===== src/rtl/spi_tx_arbiter.sv =====
`default_nettype none
// ============================================================================
// Module   : spi_tx_arbiter
// Brief    : Two-requester round-robin arbiter feeding a framed SPI mode-0
//            byte transmitter (MSB first, active-low chip select).
// Revision : 1.0 - initial release
// ============================================================================
module spi_tx_arbiter #(
    parameter int CLK_DIV = 4
) (
    input  logic       clk,
    input  logic       rst_n,
    input  logic [1:0] req,
    input  logic [7:0] data0,
    input  logic [7:0] data1,
    output logic [1:0] gnt,
    output logic       src,
    output logic       busy,
    output logic       done,
    output logic       spi_sclk,
    output logic       spi_mosi,
    output logic       spi_cs_n
);

    localparam logic [2:0] c_IDLE  = 3'd0;
    localparam logic [2:0] c_SETUP = 3'd1;
    localparam logic [2:0] c_SHIFT = 3'd2;
    localparam logic [2:0] c_HOLD  = 3'd3;
    localparam logic [2:0] c_GAP   = 3'd4;

    localparam logic [7:0] c_DIV_RELOAD = 8'(CLK_DIV - 1);

    logic [2:0] r_state, w_state_nxt;
    logic [7:0] r_div, w_div_nxt;
    logic [2:0] r_bit_cnt, w_bit_cnt_nxt;
    logic       r_phase_hi, w_phase_hi_nxt;
    logic [7:0] r_shreg, w_shreg_nxt;
    logic       r_last, w_last_nxt;
    logic [1:0] r_gnt, w_gnt_nxt;
    logic       r_src, w_src_nxt;
    logic       r_busy, w_busy_nxt;
    logic       r_done, w_done_nxt;
    logic       r_sclk, w_sclk_nxt;
    logic       r_mosi, w_mosi_nxt;
    logic       r_cs_n, w_cs_n_nxt;

    logic       w_div_zero;
    logic       w_win;
    logic [7:0] w_win_data;

    assign w_div_zero = (r_div == 8'd0);

    // r_last holds the previous winner; reset value 1 makes requester 0 win the first tie.
    always_comb begin
        w_win = 1'b0;
        if (req == 2'b10)
            w_win = 1'b1;
        else if (req == 2'b11)
            w_win = ~r_last;
    end

    assign w_win_data = w_win ? data1 : data0;

    // State and output registers
    always_ff @(posedge clk or negedge rst_n) begin
        if (!rst_n) begin
            r_state    <= c_IDLE;
            r_div      <= 8'd0;
            r_bit_cnt  <= 3'd0;
            r_phase_hi <= 1'b0;
            r_shreg    <= 8'd0;
            r_last     <= 1'b1;
            r_gnt      <= 2'b00;
            r_src      <= 1'b0;
            r_busy     <= 1'b0;
            r_done     <= 1'b0;
            r_sclk     <= 1'b0;
            r_mosi     <= 1'b0;
            r_cs_n     <= 1'b1;
        end else begin
            r_state    <= w_state_nxt;
            r_div      <= w_div_nxt;
            r_bit_cnt  <= w_bit_cnt_nxt;
            r_phase_hi <= w_phase_hi_nxt;
            r_shreg    <= w_shreg_nxt;
            r_last     <= w_last_nxt;
            r_gnt      <= w_gnt_nxt;
            r_src      <= w_src_nxt;
            r_busy     <= w_busy_nxt;
            r_done     <= w_done_nxt;
            r_sclk     <= w_sclk_nxt;
            r_mosi     <= w_mosi_nxt;
            r_cs_n     <= w_cs_n_nxt;
        end
    end

    // Next-state logic
    always_comb begin
        w_state_nxt = r_state;
        case (r_state)
            c_IDLE:  if (req != 2'b00) w_state_nxt = c_SETUP;
            c_SETUP: if (w_div_zero) w_state_nxt = c_SHIFT;
            c_SHIFT: if (w_div_zero && !r_phase_hi && (r_bit_cnt == 3'd7))
                         w_state_nxt = c_HOLD;
            c_HOLD:  if (w_div_zero) w_state_nxt = c_GAP;
            c_GAP:   if (w_div_zero) w_state_nxt = c_IDLE;
            default: w_state_nxt = c_IDLE;
        endcase
    end

    // Output / datapath next values
    always_comb begin
        w_div_nxt      = r_div;
        w_bit_cnt_nxt  = r_bit_cnt;
        w_phase_hi_nxt = r_phase_hi;
        w_shreg_nxt    = r_shreg;
        w_last_nxt     = r_last;
        w_gnt_nxt      = 2'b00;
        w_src_nxt      = r_src;
        w_done_nxt     = 1'b0;
        w_sclk_nxt     = r_sclk;
        w_mosi_nxt     = r_mosi;
        w_cs_n_nxt     = r_cs_n;
        w_busy_nxt     = (w_state_nxt != c_IDLE);

        case (r_state)
            c_IDLE: begin
                if (req != 2'b00) begin
                    w_gnt_nxt[w_win] = 1'b1;
                    w_src_nxt        = w_win;
                    w_last_nxt       = w_win;
                    w_shreg_nxt      = w_win_data;
                    w_mosi_nxt       = w_win_data[7];
                    w_cs_n_nxt       = 1'b0;
                    w_div_nxt        = c_DIV_RELOAD;
                    w_bit_cnt_nxt    = 3'd0;
                    w_phase_hi_nxt   = 1'b0;
                end
            end
            c_SETUP: begin
                if (w_div_zero) begin
                    w_div_nxt      = c_DIV_RELOAD;
                    w_sclk_nxt     = 1'b1;
                    w_phase_hi_nxt = 1'b1;
                end else begin
                    w_div_nxt = r_div - 8'd1;
                end
            end
            c_SHIFT: begin
                if (!w_div_zero) begin
                    w_div_nxt = r_div - 8'd1;
                end else begin
                    w_div_nxt = c_DIV_RELOAD;
                    if (r_phase_hi) begin
                        // Falling edge: advance to the next lower bit, except after bit 0.
                        w_sclk_nxt     = 1'b0;
                        w_phase_hi_nxt = 1'b0;
                        if (r_bit_cnt != 3'd7) begin
                            w_mosi_nxt  = r_shreg[6];
                            w_shreg_nxt = {r_shreg[6:0], 1'b0};
                        end
                    end else if (r_bit_cnt != 3'd7) begin
                        w_sclk_nxt     = 1'b1;
                        w_phase_hi_nxt = 1'b1;
                        w_bit_cnt_nxt  = r_bit_cnt + 3'd1;
                    end
                end
            end
            c_HOLD: begin
                if (w_div_zero) begin
                    w_div_nxt  = c_DIV_RELOAD;
                    w_cs_n_nxt = 1'b1;
                    w_mosi_nxt = 1'b0;
                    w_done_nxt = 1'b1;
                end else begin
                    w_div_nxt = r_div - 8'd1;
                end
            end
            c_GAP: begin
                if (!w_div_zero)
                    w_div_nxt = r_div - 8'd1;
            end
            default: begin
                w_div_nxt = 8'd0;
            end
        endcase
    end

    assign gnt      = r_gnt;
    assign src      = r_src;
    assign busy     = r_busy;
    assign done     = r_done;
    assign spi_sclk = r_sclk;
    assign spi_mosi = r_mosi;
    assign spi_cs_n = r_cs_n;

endmodule
`default_nettype wire


===== config.mk =====
export PLATFORM = sky130hd
export DESIGN_NAME = spi_tx_arbiter
export DESIGN_NICKNAME = d
export VERILOG_FILES = /design/src/rtl/spi_tx_arbiter.sv
export SDC_FILE = /design/constraint.sdc
export NUM_CORES = 1
export LEC_CHECK = 0
export BUFFER_PORTS_ARGS = -buffer_cell sky130_fd_sc_hd__clkbuf_2
export CAP_MARGIN = 20
export CORE_AREA = 4 4 46 78
export DETAILED_ROUTE_END_ITERATION = 8
export DIE_AREA = 0 0 50 82
export PLACE_DENSITY_LB_ADDON = 0.3
export SYNTH_ARGS = -nofsm -noshare
export SYNTH_HDL_FRONTEND = slang
export SYNTH_SLANG_ARGS = --single-unit

===== constraint.sdc =====
create_clock -name clk -period 6 [get_ports clk]
set_clock_uncertainty 0.15 [all_clocks]
set_input_delay 1.2 -clock clk [delete_from_list [all_inputs] [get_ports clk]]
set_output_delay 1.2 -clock clk [all_outputs]
set_load 0.01 [all_outputs]

==> Yosys cells after proc, flatten, opt, wreduce, memory -nomap -nowiden <==
Cells that the tools add are included.
{ "word_totals": {"register_bits": 31, "inputBits": 20, "output_inout_bits": 8, "wordCells": 103} }
{ "op_classes": {"n_addsub": 2, "n_lt_le_gt_ge": 2, "n_eq_ne": 17, "n_mux": 46, "bitwise": 1, "reduce_logical": 22} }
{ "op_table": {"columns": ["cell", "n"], "rows": [
  ["8-bit two-way mux", 4],
  ["7-bit two-way mux", 4],
  ["3-bit two-way mux", 9],
  ["8-bit one-hot mux with 3 select lines", 1],
  ["1-bit two-way mux", 18],
  ["2-bit != test, second input constant", 8],
  ["3-bit one-hot mux with 5 select lines", 1],
  ["7-bit one-hot mux with 2 select lines", 1],
  ["5-bit AND reduction", 2],
  ["3-bit nonzero test", 3],
  ["8-bit logical NOT", 1],
  ["4-bit AND reduction", 2],
  ["2-bit nonzero test", 4],
  ["8-bit by 1-bit subtractor with 8-bit output, second input constant", 1],
  ["3-bit by 2-bit == test with 1-bit output, second input constant", 2],
  ["3-bit == test, second input constant", 2],
  ["3-bit != test, second input constant", 2],
  ["1-bit one-hot mux with 3 select lines", 2],
  ["3-bit one-hot mux with 2 select lines", 1],
  ["6-bit AND reduction", 1],
  ["2-bit == test, second input constant", 2],
  ["2-bit two-way mux", 2],
  ["1-bit one-hot mux with 2 select lines", 2],
  ["2-bit AND reduction", 2],
  ["other kinds (11)", 13]
]} }

==> Depth between registers and ports, before layout <==
Gate-level depths: netlist (run 1).
{ "depth": {"word_depth": 9, "depth_mapped": 8, "ltp_nobuf": 7} }

==> Least setup slack after synthesis (run 1) <==
OpenSTA, ideal clock, no wires.
{ "synth_timing": {"path_type": "input to register", "from": "in req[1]", "to": "reg r_div[7]", "arrival_time_ns": 2.418, "required_time_ns": 5.730, "setup_slack_ns": 3.312, "stages": 5, "cell_sequence": "clkbuf_1 > o21ai_1 > o311ai_2 > or2_1 > a31o_2"} }
{ "synth_via": {"elab_chain_len": 3} }
{ "synth_rtl": {"columns": ["item", "line", "rtl"], "rows": [
  ["from (decl)", "13", "input logic [1:0] req,"],
  ["2-bit nonzero test", "128", "if (req != 2'b00) begin"],
  ["2-bit != test (no line)", null, null],
  ["2-bit AND reduction (no line)", null, null],
  ["to (signal assigned)", "82", "r_div <= w_div_nxt;"],
  ["to (decl)", "34", "logic [7:0] r_div, w_div_nxt;"]
]} }
Every way passes these cells.
A chain may end at the register's enable or synchronous reset.

==> Final worst setup path (run 1) <==
{ "layout_timing": {"from": "reg r_div[0]", "to": "reg r_mosi, in the netlist spi_mosi"} }
{ "layout_via": {"elab_chain_len": 3} }
{ "layout_rtl": {"columns": ["item", "line", "rtl"], "rows": [
  ["8-bit logical NOT *", "51", "assign w_div_zero = (r_div == 8'd0);"],
  ["2-bit != test (no line)", null, null],
  ["6-bit AND reduction (no line) *", null, null],
  ["to (signal assigned)", "92", "r_mosi <= w_mosi_nxt;"],
  ["to (decl)", "44", "logic r_mosi, w_mosi_nxt;"]
]} }
Mark *: on every way between the ends. The rest lies on a longest branch, timed or not.

==> flow_summary.json, run 1 <==
{
  "status": "completed",
  "slowest_stage": "nor3b_1",
  "final_antenna_net_count": 0,
  "die_area_um2": 4100,
  "synthMuxAreaShare": 0.02645,
  "clock_latency_ns": 0.29,
  "yosysSeqAreaShare": 0.4570,
  "maxCapViolations": 0,
  "synthDominantCellAreaShare": 0.4262,
  "dp_hpwl_um": 2970,
  "worstPathArrival_ns": 2.83,
  "clk_path_buf_depth": 2,
  "whs_ns": 0.3431,
  "grt_pass1_vias": 1488,
  "p_leak_nw": 0.9081,
  "combinationalPowerShare": 0.405,
  "setup_viol": 0,
  "synth_xor_area_frac": 0.03086,
  "postLayoutCellArea_um2": 1954,
  "first_pass_iters": 4,
  "synth_compound_area_frac": 0.2190,
  "reg2reg_from": "r_div[0]$_DFFE_PN0P_",
  "startpoint_type": "flip-flop",
  "irDropWorstVdd_mv": 0.3002,
  "avgSynthCellArea_um2": 9.255,
  "cp_max_fo": 10,
  "portBuffers": 27,
  "min_to": "spi_mosi$_DFFE_PN0P_",
  "finalHoldViolCount": 0,
  "yosysMostFrequentCell": "dfrtp_1",
  "n_antenna_cell": 0,
  "routed_wl_um": 3944,
  "syn_inst": 184,
  "grt_max_degree": 32,
  "synth-edff-count": 0,
  "synth_cell_types": 44,
  "vias": 1471,
  "path_buf_inv": 1,
  "placed_cells": 243,
  "synth_top_flop_cell": "dfrtp_1",
  "required_ns": 6.02,
  "use_met3": 0.05263,
  "cts_tree": "yes",
  "die_x_um": 50,
  "cts.sinks": 31,
  "timing.fmax_mhz": 356.3,
  "relSlewSlack": 0.4971,
  "setup_tns_ns": 0,
  "routed_via_density": 5.861,
  "drt_iter0_markers": 40,
  "slew_viol_final": 0,
  "grt_overflow_total": 0,
  "post_drt_wl_per_cell_um": 15.71,
  "finalCriticalPeriod_ns": 2.806,
  "ctsRootBufferMaster": "clkbuf_8",
  "clk_pin_slew_ns": 0.07,
  "synth_common_cells": "dfrtp_1, nand2_1, nor2_1",
  "ys_ff_latch": 31,
  "track_usage": 0.2204,
  "antenna_found_initial": 0,
  "synthesis.nets": 207,
  "worstPathCellList": "inv_1 -> ha_1 -> nor3b_1 -> and2_1 -> mux2i_2 -> a2111oi_4 -> mux2_1",
  "areaGrowthSynthToFinish_pct": 14.77,
  "postCtsHoldBufs": 0,
  "grt_pass1_wl_um": 6762,
  "ctsResizeCount": 0,
  "rr_worst_depth": 7,
  "p_sw_frac": 0.3930,
  "synth_top_cell_by_area": "dfrtp_1",
  "critPathTopFamily": "simple AND/OR/NAND/NOR gates",
  "stdcell_count": 251,
  "fp.dieH_um": 82,
  "power.switching_w": 0.0003886,
  "p_per_area_nw_per_um2": 506.0,
  "pwr-share-clk": 0.209,
  "r2r_end": "spi_mosi$_DFFE_PN0P_",
  "holdPathStages": 1,
  "use_met1": 0.2009,
  "yosysWarnings": 0,
  "synth_top_family_by_area": "compound AO/OA/AOI/OAI gates",
  "worstHoldStart": "spi_mosi$_DFFE_PN0P_",
  "endpoint_kind": "flip-flop",
  "ios": 28,
  "post-cts-setup-buffers": 0,
  "synth-async-reset-ratio": 1.000,
  "met2_usage": 0.4332,
  "synthAdderAreaFrac": 0.02204,
  "hp-class": "reg -> reg",
  "fill_cells": 258,
  "numCtsBuffers": 5,
  "worstSetupPathType": "reg -> reg",
  "core_um2": 2960,
  "start_util": 0.5752,
  "h-tree-depth": 2,
  "finalNetCount": 231,
  "rrSetupSlack_ns": 3.19,
  "drcViolationCount": 0,
  "drive_gt1_frac": 0.2105,
  "busiest_layer": "met2",
  "synth_area_leaders": "dfrtp_1, nand2_1, nor2_1, a31oi_1, dfstp_2",
  "power_frac_seq": 0.386,
  "p_int_w": 0.0006002,
  "cpPeakStageDelay_ns": 0.52,
  "rsz0062_at_grt": "no",
  "place_area_um2": 1842,
  "tightest_slew_ns": 0.7543,
  "syn_area_um2": 1703,
  "synth-simple-area-share": 0.2028,
  "min_period_over_period": 0.4677,
  "place_congestion": 0.8000,
  "rows": 26
}
layout by cell type (no fill, tap or decap), types with 2 or more instances in the layout:
cell type | netlist | final
and2_1 | 2 | 2
xor2_1 | 4 | 4
xnor2_1 | 2 | 2
a21oi_1 | 5 | 5
o21ai_0 | 10 | 10
ha_1 | 3 | 3
a22o_1 | 2 | 2
nor2_1 | 23 | 23
dfstp_2 | 2 | 2
nor3_1 | 5 | 5
nand2_1 | 24 | 24
inv_1 | 6 | 6
a31oi_1 | 11 | 11
clkbuf_8 | 0 | 5
nor2b_1 | 2 | 2
clkbuf_2 | 0 | 27
o211ai_1 | 3 | 3
o22ai_1 | 2 | 2
or3_1 | 2 | 2
nor3b_1 | 2 | 2
dfrtp_1 | 29 | 29
o31a_1 | 2 | 2
a21o_1 | 2 | 2
mux2i_1 | 2 | 2
o22a_1 | 6 | 6
nand3_1 | 5 | 5
and3_1 | 2 | 2
power by group through the flow:
stage / clock, W / sequential (W) / combinational (W)
2_1_floorplan: 0 / 0.000353 / 0.000332
3_3_place_gp: 0 / 0.000380 / 0.000382
3_5_place_dp: 0 / 0.000386 / 0.000401
4_1_cts: 0.000209 / 0.000382 / 0.000405
5_1_grt: 0.000222 / 0.000395 / 0.000453
6_report: 0.000206 / 0.000382 / 0.000400
worst max path at each step:
stage,startpoint,to,slack [ns],depth (start not counted)
2_1_floorplan,req[1],r_div[7]$_DFFE_PN0P_,3.31,5
3_3_place_gp,req[1],r_div[7]$_DFFE_PN0P_,3.05,5
3_5_place_dp,req[1],r_div[7]$_DFFE_PN0P_,2.98,5
4_1_cts,r_div[0]$_DFFE_PN0P_,spi_mosi$_DFFE_PN0P_,3.24,7
5_1_grt,r_div[0]$_DFFE_PN0P_,spi_mosi$_DFFE_PN0P_,2.99,7
6_report,r_div[0]$_DFFE_PN0P_,spi_mosi$_DFFE_PN0P_,3.19,7
routing by layer:
metal | vias up | share of wire
met5 | - | 0
met4 | 0 | 0.027
met3 | 11 | 0.039
met2 | 41 | 0.58
met1 | 717 | 0.36
li1 | 702 | -
cells by family (layout without fill, tap and decap cells):
| kind of cell | count (synthesis) | after routing |
|---|---|---|
| compound gates | 51 | 51 |
| xor+xnor | 6 | 6 |
| fa+ha+maj | 3 | 3 |
| buf+inv | 16 | 41 |
| flops | 31 | 31 |
| mux | 4 | 4 |
| simple gates | 73 | 73 |
final cells by class:
| class | count | area (µm²) | area share |
|---|---|---|---|
| Tap cell | 42 | 52.55 | 0.02689 |
| Sequential cell | 31 | 778.2 | 0.3982 |
| Clock inverter | 3 | 43.79 | 0.02241 |
| Timing Repair Buffer | 27 | 135.1 | 0.06914 |
| Clock buffer | 5 | 68.82 | 0.03521 |
| Inverter | 6 | 22.52 | 0.01152 |
| Multi-Input combinational cell | 137 | 853.3 | 0.4366 |
registers in the layout (all words and copies together), names as in the netlist:
register,flops
r_phase_hi,1
r_div,8
gnt,2
r_bit_cnt,3
r_state,3
r_last,1
busy,1
spi_mosi,1
src,1
spi_sclk,1
spi_cs_n,1
done,1
r_shreg,7
worst reg2reg max path: cells and delay by family (launching register included):
kind	cells	cell delay (ns)
compound gates	1	0.37
fa+ha+maj	1	0.20
buf+inv	1	0.07
flops	1	0.42
mux	2	0.50
simple gates	2	0.97
metrics by stage:
stage / utilization / setup WS (ns) / total power [W]
after floorplan: - / 3.312 / 0.0006852
after global placement: 0.6221 / 3.051 / 0.0007613
after detailed placement: 0.6221 / 2.980 / 0.0007867
after CTS: 0.6602 / 3.236 / 0.0009960
after global routing: 0.6602 / 2.988 / 0.001071
final: 0.6602 / 3.194 / 0.0009888
Power figures use the tool's default switching activity.
==> inputs of run 2 (changes only) <==
--- a/config.mk
+++ b/config.mk
@@ -7,9 +7,9 @@
 export LEC_CHECK = 0
 export BUFFER_PORTS_ARGS = -buffer_cell sky130_fd_sc_hd__clkbuf_2
 export CAP_MARGIN = 20
-export CORE_AREA = 4 4 46 78
+export CORE_AREA = 4 4 50 85
 export DETAILED_ROUTE_END_ITERATION = 8
-export DIE_AREA = 0 0 50 82
+export DIE_AREA = 0 0 54 89
 export PLACE_DENSITY_LB_ADDON = 0.3
 export SYNTH_ARGS = -nofsm -noshare
 export SYNTH_HDL_FRONTEND = slang
==> constraint.sdc (replaced) <==
create_clock -name clk -period 2.4 [get_ports clk]
set_clock_uncertainty 0.15 [all_clocks]
set_input_delay 0.48 -clock clk [delete_from_list [all_inputs] [get_ports clk]]
set_output_delay 0.48 -clock clk [all_outputs]
set_load 0.01 [all_outputs]
==> run 2 against run 1 <==
  * Via count up 0.34%
  * Critical endpoint unchanged
  * Clock-buffer cell count unchanged
  * Largest power group unchanged
  * Die area up 17%
  * Cell area up 4.6%
  * Clock power up 150%
  * Worst hold slack worse by 0.24 ns
  * Wire length up 0.89%
==> flow_summary.json, run 2 (synthesis results as in run 1) <==
{
  "finalNetCount": 241,
  "min_period_over_period": 0.9221,
  "layout_commonest_cell": "dfrtp_1",
  "irDropWorstVdd_mv": 0.7092,
  "worstPathArrival_ns": 2.23,
  "grt_pass1_wl_um": 6458,
  "final_antenna_net_count": 0,
  "top_register": "r_div",
  "track_usage": 0.1850,
  "clk_path_buf_depth": 2,
  "largestRegisters": "r_div (8), r_shreg (7)",
  "finalHoldViolCount": 0,
  "ctsResizeCount": 0,
  "cp_num_cells": 5,
  "cts_tree": "yes",
  "grt_overflow_total": 0,
  "final_cell_mix": "dfrtp_1, clkbuf_2, nand2_1",
  "grt_pass1_vias": 1450,
  "postCtsHoldBufs": 0,
  "maxCapViolations": 0,
  "hp-class": "in -> async",
  "startpoint_type": "flip-flop",
  "vias": 1476,
  "start_util": 0.4741,
  "die_area_um2": 4806,
  "tightest_slew_ns": 0.7606,
  "rr_worst_depth": 5,
  "cpPeakStageDelay_ns": 0.46,
  "routed_via_density": 5.570,
  "largest_reg_flops": 8,
  "n_antenna_cell": 0,
  "utilization": 0.5691,
  "fill_cells": 332,
  "status": "completed",
  "h-tree-depth": 2,
  "slew_viol_final": 0,
  "rows": 29,
  "p_per_area_nw_per_um2": 1256,
  "post_drt_wl_per_cell_um": 15.02,
  "setup_viol": 0,
  "power_w": 0.002569,
  "finalCriticalPeriod_ns": 2.213,
  "cp_max_fo": 6,
  "critPathTopFamily": "simple AND/OR/NAND/NOR gates",
  "post-cts-setup-buffers": 0,
  "areaGrowthSynthToFinish_pct": 20.06,
  "postLayoutCellArea_um2": 2044,
  "slowest_stage": "dfrtp_1",
  "path_buf_inv": 0,
  "clk_pin_slew_ns": 0.07,
  "rsz0062_at_grt": "no",
  "routed_wl_um": 3979,
  "cts.sinks": 31,
  "dp_hpwl_um": 3027,
  "die_x_um": 54,
  "worstSetupPathType": "reg -> reg",
  "grt_max_degree": 32,
  "timing.fmax_mhz": 451.9,
  "ios": 28,
  "drcViolationCount": 0,
  "drive_gt1_frac": 0.2511,
  "clock_latency_ns": 0.29,
  "core_um2": 3592,
  "ctsRootBufferMaster": "clkbuf_8",
  "portBuffers": 27,
  "relSlewSlack": 0.4929,
  "required_ns": 2.41,
  "place_congestion": 0.8961,
  "endpoint_kind": "flip-flop",
  "antenna_found_initial": 0,
  "drt_iter0_markers": 29,
  "place_area_um2": 1922,
  "worstPathCellList": "nor4_4 -> and2_1 -> mux2i_2 -> a2111oi_4 -> mux2_1",
  "first_pass_iters": 4,
  "fp.dieH_um": 89,
  "p_leak_nw": 0.9611,
  "numCtsBuffers": 5,
  "setup_tns_ns": 0
}
[run 2: final timing paths]
| kind | startpoint | to | slack, ns |
|---|---|---|---|
| max | r_div[3]$_DFFE_PN0P_ | spi_mosi$_DFFE_PN0P_ | 0.19 |
| min | rst_n | r_bit_cnt[0]$_DFFE_PN0P_ | 0.10 |
| max reg2reg | r_div[3]$_DFFE_PN0P_ | spi_mosi$_DFFE_PN0P_ | 0.19 |
| min reg2reg | src$_DFFE_PN0P_ | src$_DFFE_PN0P_ | 0.34 |
| max in group asynchronous | rst_n | r_shreg[4]$_DFFE_PN0P_ | 1.51 |
| min in group clk | req[0] | r_last$_DFFE_PN1P_ | 0.26 |
[run 2: metal layers]
layer  up-vias  GRT usage  part of all wire
met5         -          0                 0
met4         0    0.09524             0.036
met3        14    0.04007             0.031
met2        27     0.3510              0.57
met1       714     0.1759              0.36
li1        721          -                 -
[run 2: cell type report]
cell class / count / area [µm²] / share of cell area
tap: 46 / 57.56 / 0.02815
inverter: 6 / 22.52 / 0.01102
clock inverter: 3 / 43.79 / 0.02142
multi-input combinational: 137 / 863.3 / 0.4223
sequential: 31 / 778.2 / 0.3807
clock buffer: 5 / 68.82 / 0.03366
timing repair buffer: 37 / 210.2 / 0.1028
[run 2: power by group]
part	total (W)	switching [W]	internal, W
clock	0.000508	0.000199	0.000309
sequential	0.000922	0.000180	0.000742
combinational	0.00114	0.000611	0.000528
[run 2: metrics by stage]
stage,hold slack [ns],setup slack [ns],std cells
after floorplan,0.03441,0.06379,184
after global placement,0.3228,0.1888,257
after detailed placement,0.3267,0.1408,257
after CTS,0.1219,0.07345,265
after global routing,0.1478,0.03518,265
final,0.1010,0.1869,265
